--- src/rtl/repetition_scrubber_if.sv ---
`default_nettype none
// ============================================================================
//  Module      : repetition_scrubber_if
//  Description : Memory port bundle between the repetition scrubber and the
//                shared replicated store (via its request/grant arbiter).
//                master : scrubber side (drives request, write, address, data)
//                slave  : memory/arbiter side (drives grant, read data)
//  Revision    : 1.0 - initial release
// ============================================================================
interface repetition_scrubber_if #(
    parameter int DATA_WIDTH = 8,
    parameter int REPETITION = 3,
    parameter int DEPTH      = 16
);
    localparam int ADDRESS_WIDTH = $clog2(DEPTH);
    localparam int WORD_WIDTH    = REPETITION * DATA_WIDTH;

    logic                     mem_request;
    logic                     mem_grant;
    logic                     mem_write;
    logic [ADDRESS_WIDTH-1:0] mem_address;
    logic [WORD_WIDTH-1:0]    mem_write_data;
    logic [WORD_WIDTH-1:0]    mem_read_data;

    modport master (
        output mem_request,
        output mem_write,
        output mem_address,
        output mem_write_data,
        input  mem_grant,
        input  mem_read_data
    );

    modport slave (
        input  mem_request,
        input  mem_write,
        input  mem_address,
        input  mem_write_data,
        output mem_grant,
        output mem_read_data
    );
endinterface
`default_nettype wire

--- src/rtl/repetition_scrubber.sv ---
`default_nettype none
// ============================================================================
//  Module      : repetition_scrubber
//  Description : Background scrubber for repetition-coded storage. Sweeps all
//                DEPTH words, reads each one, majority-votes the REPETITION
//                copies bit by bit and rewrites the word with every copy set
//                to the voted value whenever any copy disagrees.
//  Ports       : clock            - single rising-edge clock
//                reset            - asynchronous, active-high
//                enable           - scrubbing allowed (checked only in IDLE)
//                mem              - memory port (request/grant handshake)
//                correction_count - words rewritten, saturates at 0xFFFF
//                sweep_done       - one-cycle pulse as the last word completes
//  Revision    : 1.0 - initial release
// ============================================================================
module repetition_scrubber #(
    parameter int DATA_WIDTH = 8,
    parameter int REPETITION = 3,
    parameter int DEPTH      = 16,
    parameter int INTERVAL   = 256
) (
    input  wire logic                 clock,
    input  wire logic                 reset,
    input  wire logic                 enable,
    repetition_scrubber_if.master     mem,
    output logic [15:0]               correction_count,
    output logic                      sweep_done
);

    localparam int ADDRESS_WIDTH = $clog2(DEPTH);
    localparam int WORD_WIDTH    = REPETITION * DATA_WIDTH;
    localparam int TIMER_WIDTH   = (INTERVAL > 1) ? $clog2(INTERVAL) : 1;
    localparam int COUNT_WIDTH   = $clog2(REPETITION + 1);

    localparam logic [TIMER_WIDTH-1:0]   LAST_TICK    = TIMER_WIDTH'(INTERVAL - 1);
    localparam logic [ADDRESS_WIDTH-1:0] LAST_ADDRESS = ADDRESS_WIDTH'(DEPTH - 1);
    localparam logic [COUNT_WIDTH-1:0]   HALF         = COUNT_WIDTH'(REPETITION / 2);

    typedef enum logic [2:0] {
        ST_IDLE  = 3'd0,
        ST_READ  = 3'd1,
        ST_WAIT  = 3'd2,
        ST_CHECK = 3'd3,
        ST_WRITE = 3'd4,
        ST_NEXT  = 3'd5
    } state_t;

    state_t                   state_q,   state_d;
    logic [TIMER_WIDTH-1:0]   timer_q,   timer_d;
    logic [ADDRESS_WIDTH-1:0] address_q, address_d;
    logic [WORD_WIDTH-1:0]    buffer_q,  buffer_d;
    logic [DATA_WIDTH-1:0]    vote_q,    vote_d;
    logic [15:0]              count_q,   count_d;

    logic [DATA_WIDTH-1:0]    vote_w;
    logic                     mismatch_w;
    logic [COUNT_WIDTH-1:0]   ones_w;

    // Per-bit majority: strictly more than half the copies must be 1, so an
    // even-REPETITION tie falls to 0.
    always_comb begin
        vote_w = '0;
        ones_w = '0;
        for (int b = 0; b < DATA_WIDTH; b++) begin
            ones_w = '0;
            for (int k = 0; k < REPETITION; k++) begin
                ones_w = ones_w + COUNT_WIDTH'(buffer_q[k*DATA_WIDTH + b]);
            end
            vote_w[b] = (ones_w > HALF);
        end
    end

    always_comb begin
        mismatch_w = 1'b0;
        for (int k = 0; k < REPETITION; k++) begin
            if (buffer_q[k*DATA_WIDTH +: DATA_WIDTH] != vote_w) begin
                mismatch_w = 1'b1;
            end
        end
    end

    always_comb begin
        state_d   = state_q;
        timer_d   = timer_q;
        address_d = address_q;
        buffer_d  = buffer_q;
        vote_d    = vote_q;
        count_d   = count_q;
        case (state_q)
            ST_IDLE: begin
                if (!enable) begin
                    timer_d = '0;
                end else if (timer_q == LAST_TICK) begin
                    timer_d = '0;
                    state_d = ST_READ;
                end else begin
                    timer_d = timer_q + TIMER_WIDTH'(1);
                end
            end
            ST_READ: begin
                if (mem.mem_grant) begin
                    state_d = ST_WAIT;
                end
            end
            ST_WAIT: begin
                // Read data is valid exactly in the cycle after acceptance.
                buffer_d = mem.mem_read_data;
                state_d  = ST_CHECK;
            end
            ST_CHECK: begin
                vote_d  = vote_w;
                state_d = mismatch_w ? ST_WRITE : ST_NEXT;
            end
            ST_WRITE: begin
                if (mem.mem_grant) begin
                    if (count_q != 16'hFFFF) begin
                        count_d = count_q + 16'd1;
                    end
                    state_d = ST_NEXT;
                end
            end
            ST_NEXT: begin
                address_d = (address_q == LAST_ADDRESS) ? '0
                                                        : address_q + ADDRESS_WIDTH'(1);
                state_d   = ST_IDLE;
            end
            default: begin
                state_d = ST_IDLE;
            end
        endcase
    end

    always_ff @(posedge clock or posedge reset) begin
        if (reset) begin
            state_q   <= ST_IDLE;
            timer_q   <= '0;
            address_q <= '0;
            buffer_q  <= '0;
            vote_q    <= '0;
            count_q   <= '0;
        end else begin
            state_q   <= state_d;
            timer_q   <= timer_d;
            address_q <= address_d;
            buffer_q  <= buffer_d;
            vote_q    <= vote_d;
            count_q   <= count_d;
        end
    end

    // Outputs decode only registered state, so request/address/data stay
    // frozen for as long as the arbiter withholds the grant.
    assign mem.mem_request    = (state_q == ST_READ) || (state_q == ST_WRITE);
    assign mem.mem_write      = (state_q == ST_WRITE);
    assign mem.mem_address    = address_q;
    assign mem.mem_write_data = (state_q == ST_WRITE) ? {REPETITION{vote_q}} : '0;
    assign correction_count   = count_q;
    assign sweep_done         = (state_q == ST_NEXT) && (address_q == LAST_ADDRESS);

endmodule
`default_nettype wire

--- src/flat_wrapper.sv ---
// flat-port wrapper written by rule: the top's interface ports become plain ports
module repetition_scrubber_flat 
#(
    parameter int DATA_WIDTH = 8,
    parameter int REPETITION = 3,
    parameter int DEPTH      = 16,
    parameter int INTERVAL   = 256
)
  (clock, reset, enable, correction_count, sweep_done, mem_mem_request, mem_mem_write, mem_mem_address, mem_mem_write_data, mem_mem_grant, mem_mem_read_data);
  repetition_scrubber_if #(.DATA_WIDTH(DATA_WIDTH), .REPETITION(REPETITION), .DEPTH(DEPTH)) mem_i ();
  input  wire logic clock;
  input  wire logic reset;
  input  wire logic enable;
  output logic [15:0] correction_count;
  output logic sweep_done;
  output wire logic [$bits(mem_i.mem_request)-1:0] mem_mem_request;
  output wire logic [$bits(mem_i.mem_write)-1:0] mem_mem_write;
  output wire logic [$bits(mem_i.mem_address)-1:0] mem_mem_address;
  output wire logic [$bits(mem_i.mem_write_data)-1:0] mem_mem_write_data;
  input wire logic [$bits(mem_i.mem_grant)-1:0] mem_mem_grant;
  input wire logic [$bits(mem_i.mem_read_data)-1:0] mem_mem_read_data;
  assign mem_mem_request = mem_i.mem_request;
  assign mem_mem_write = mem_i.mem_write;
  assign mem_mem_address = mem_i.mem_address;
  assign mem_mem_write_data = mem_i.mem_write_data;
  assign mem_i.mem_grant = mem_mem_grant;
  assign mem_i.mem_read_data = mem_mem_read_data;
  repetition_scrubber #(.DATA_WIDTH(DATA_WIDTH), .REPETITION(REPETITION), .DEPTH(DEPTH), .INTERVAL(INTERVAL)) u_core (.clock(clock), .reset(reset), .enable(enable), .mem(mem_i), .correction_count(correction_count), .sweep_done(sweep_done));
endmodule
--- config.mk ---
export PLATFORM = sky130hd
export DESIGN_NAME = repetition_scrubber_flat
export DESIGN_NICKNAME = d
export VERILOG_FILES = /design/src/rtl/repetition_scrubber_if.sv /design/src/rtl/repetition_scrubber.sv /design/src/flat_wrapper.sv
export SDC_FILE = /design/constraint.sdc
export NUM_CORES = 1
export LEC_CHECK = 0
export ABC_AREA = 1
export ABC_CLOCK_PERIOD_IN_PS = 4860
export CAP_MARGIN = 20
export CORE_UTILIZATION = 45
export CTS_CLUSTER_DIAMETER = 120
export DETAILED_ROUTE_END_ITERATION = 12
export PLACE_DENSITY = 0.7
export SLEW_MARGIN = 20
export SYNTH_ARGS = -nofsm -noshare
export SYNTH_HDL_FRONTEND = slang
export SYNTH_SLANG_ARGS = --single-unit
--- constraint.sdc ---
create_clock -name clock -period 4.86 [get_ports clock]
set_clock_uncertainty 0.05 [all_clocks]
set_input_delay 0.972 -clock clock [delete_from_list [all_inputs] [get_ports clock]]
set_output_delay 0.972 -clock clock [all_outputs]
set_load 0.03 [all_outputs]
==> flow_metrics.tcl <==
set metrics [dict create \
    switching_share_pct 25.3 \
    rows 32 \
    fin_setup_tns_ps 0 \
    status "completed" \
    hold_ws_ps 466 \
    htreeDepth 3 \
    fin_crit_sh_pct 65.0 \
    relSlewSlack_pct 45.4 \
    synth_nets 499 \
    cts_tree "yes" \
    clock_latency_ps 340 \
    drv_slew 0 \
    layout_commonest_cell "nand2_1" \
    cp_data_arrival_time_ps 2140 \
    cp_slowest_cell "clkdlybuf4s50_1" \
    antenna_cells 0 \
    cellInternalPower_uw 795 \
    ys_seq_area_share_pct 43.4 \
    die_h_um 91.8 \
    syn_inst 460 \
    hp-class "flop to flop" \
    share_seq_of_total_power_pct 51.4 \
    ys.warnings.count 0 \
    pwr-share-clk_pct 38.7 \
    required_ps 3840 \
    dp_slack_ps 2030 \
    antenna_left 0 \
    dpl-instance-area_sq_um 4360 \
    drt-total-wl_mm 7.74 \
    antenna_found_initial 0 \
    fmax_ghz 0.316 \
    startpoint_type "flop" \
    min_period_ps 3160 \
    cts.path.max_buffers 2 \
    comb_power_share_pct 9.9 \
    drc 0 \
    layout_setup_ws_ps 1700 \
    mostFrequentLayoutCells "nand2_1, clkdlybuf4s50_1, dfrtp_1, nor2_1, inv_1" \
    grt_max_degree 45 \
    peakVddDrop_mv 0.152 \
    io_buffer_count 74 \
    syn_area_sq_um 3630 \
    syn2layout_area_growth_pct 24.9 \
    initial_core_util_pct 46.7 \
    drive_above_1_share_pct 9.26 \
    root_buffer "clkbuf_8" \
    p_leak_uw 0.00217 \
    ctsResizeCount 0 \
    die_width_um 91.8 \
    drt-initial-drc-count 152 \
    vias_per_cell 4.83 \
    crit_type "flop to output pin" \
    p_sw_uw 269 \
    clock-sinks 63 \
    final_nets 563 \
    wire_per_inst_um 12.3 \
    dpl.hpwl_mm 5.88 \
    grt_pass1_vias 2955 \
    power_density_nw_per_um2 235 \
    synth.distinct_cells 35 \
    critPathMaxFanout 10 \
    setup_viol 0 \
    dr.pass1.iters 4 \
    cts_setup_buffers 0 \
    cts.hold.buffers_added 0 \
    critical-path-max-stage-delay_ps 710 \
    track_usage_pct 20.0 \
    tightest_slew_ps 817 \
    drv_cap 0 \
    place.gp.congestion 0.863 \
    vias 3048 \
    critical_path.endpoint_type "output pin" \
    core_sq_um 7770 \
    path_cells "inv_2, nand2_4, nor2_8, clkinv_4, nor2_1, clkdlybuf4s50_1" \
    post-route-cell-area_sq_um 4530 \
    grt_pass1_wl_mm 13.3 \
    clk_pin_slew_ps 70 \
    cts_buffers 9 \
    avgSynthCellArea_sq_um 7.89 \
    hold_viol 0 \
    rsz0062_at_grt "no" \
    grt_overflow_total 0 \
    dieArea_sq_um 8430 \
    io_pins 75 \
    synth_seq_cells 63 \
]
-- worst max-delay path: cells and delay by family (launching register included) --
kind,cells,cell delay [ps]
and+or+nand+nor,3,400
buffers and inverters,3,960
DFF,1,430
-- metrics by stage --
stage | utilization (%) | std cells | power [uW]
2_1_floorplan | - | 460 | 619
3_3_place_gp | 56.1 | 615 | 659
3_5_place_dp | 56.1 | 615 | 662
4_1_cts | 58.4 | 631 | 1080
5_1_grt | 58.4 | 631 | 1110
6_report | 58.4 | 631 | 1060
-- power by group through the flow --
stage	combinational [uW]	sequential, uW	clock [uW]
2_1_floorplan	65.0	554	0
3_3_place_gp	103	556	0
3_5_place_dp	106	557	0
4_1_cts	106	547	423
5_1_grt	121	548	442
6_report	105	547	412
-- logic make-up (layout without fill, tap and decap cells) --
kind of cell | count (synthesis) | in the layout | synth area share [%]
multiplexers | 5 | 5 | 1.55
AND/OR/NAND/NOR | 224 | 224 | 28.4
buffers and inverters | 86 | 155 | 10.9
flip-flops | 63 | 63 | 43.4
AO/OA/AOI/OAI | 53 | 53 | 7.58
XOR/XNOR | 18 | 18 | 4.34
adder cells (fa/ha/maj) | 11 | 11 | 3.79
-- flip-flops by register name, summed over array words and instances, names as in the netlist --
name	count
u_core.buffer_q	24
u_core.correction_count	16
u_core.timer_q	8
u_core.vote_q	8
u_core.mem.mem_address	4
u_core.state_q	3
-- cell usage after synthesis --
cell | instances | share of area (%)
o21ai_1 | 2 | 0.28
nor2_8 | 1 | 0.55
nand3_1 | 31 | 4.3
and2_1 | 2 | 0.34
nand3_2 | 2 | 0.55
o21a_1 | 1 | 0.21
inv_4 | 1 | 0.17
nor3b_1 | 1 | 0.21
nor4_1 | 1 | 0.17
mux2_2 | 5 | 1.6
buf_4 | 17 | 3.5
nand3_4 | 1 | 0.48
nor3_2 | 8 | 2.2
a31oi_1 | 2 | 0.34
dfrtp_1 | 63 | 43
nand2_1 | 104 | 11
nand2_4 | 1 | 0.31
nor2_2 | 1 | 0.17
ha_1 | 11 | 3.8
nand2_2 | 3 | 0.52
o21ai_0 | 21 | 2.9
nor2_4 | 1 | 0.31
clkbuf_1 | 3 | 0.31
buf_2 | 2 | 0.28
or2_2 | 2 | 0.34
xor2_1 | 14 | 3.4
xnor2_1 | 4 | 0.96
o31ai_1 | 2 | 0.41
nor3_1 | 2 | 0.28
nor2_1 | 57 | 5.9
clkinv_4 | 1 | 0.24
nand4_1 | 6 | 1.0
a21oi_1 | 25 | 3.4
inv_2 | 6 | 0.62
inv_1 | 56 | 5.8
-- per-layer routing --
| metal | up-vias | part of all wire, % | GRT usage [%] |
|---|---|---|---|
| met3 | 11 | 3.7 | 3.73 |
| met5 | - | 0 | 0 |
| met1 | 1402 | 46 | 25.9 |
| li1 | 1570 | - | - |
| met4 | 0 | 1.3 | 7.42 |
| met2 | 65 | 49 | 33.3 |
-- area by class of cell --
| class | count | area [sq um] |
|---|---|---|
| clock buffer | 13 | 159 |
| clock inverter | 3 | 17.5 |
| fill | 717 | 3230 |
| inverter | 64 | 248 |
| multi-input combinational | 311 | 1660 |
| sequential | 63 | 1580 |
| tap | 102 | 128 |
| timing repair buffer | 75 | 748 |
-- path summary, 6_finish.rpt --
| kind | startpoint | to | slack [ps] | depth (start not counted) |
|---|---|---|---|---|
| worst max-delay path | u_core.state_q[1] | mem_mem_write_data[15] | 1700 | 6 |
| worst min-delay path | u_core.correction_count[9] | u_core.correction_count[9] | 470 | 1 |
| worst max register to register | u_core.state_q[2] | u_core.buffer_q[10] | 2930 | 3 |
| worst min register to register | u_core.correction_count[9] | u_core.correction_count[9] | 470 | 1 |
| max in group asynchronous | reset | u_core.buffer_q[7] | 2890 | 3 |
| min in group asynchronous | reset | u_core.correction_count[14] | 970 | 2 |
(Power assumes the default switching activity.)
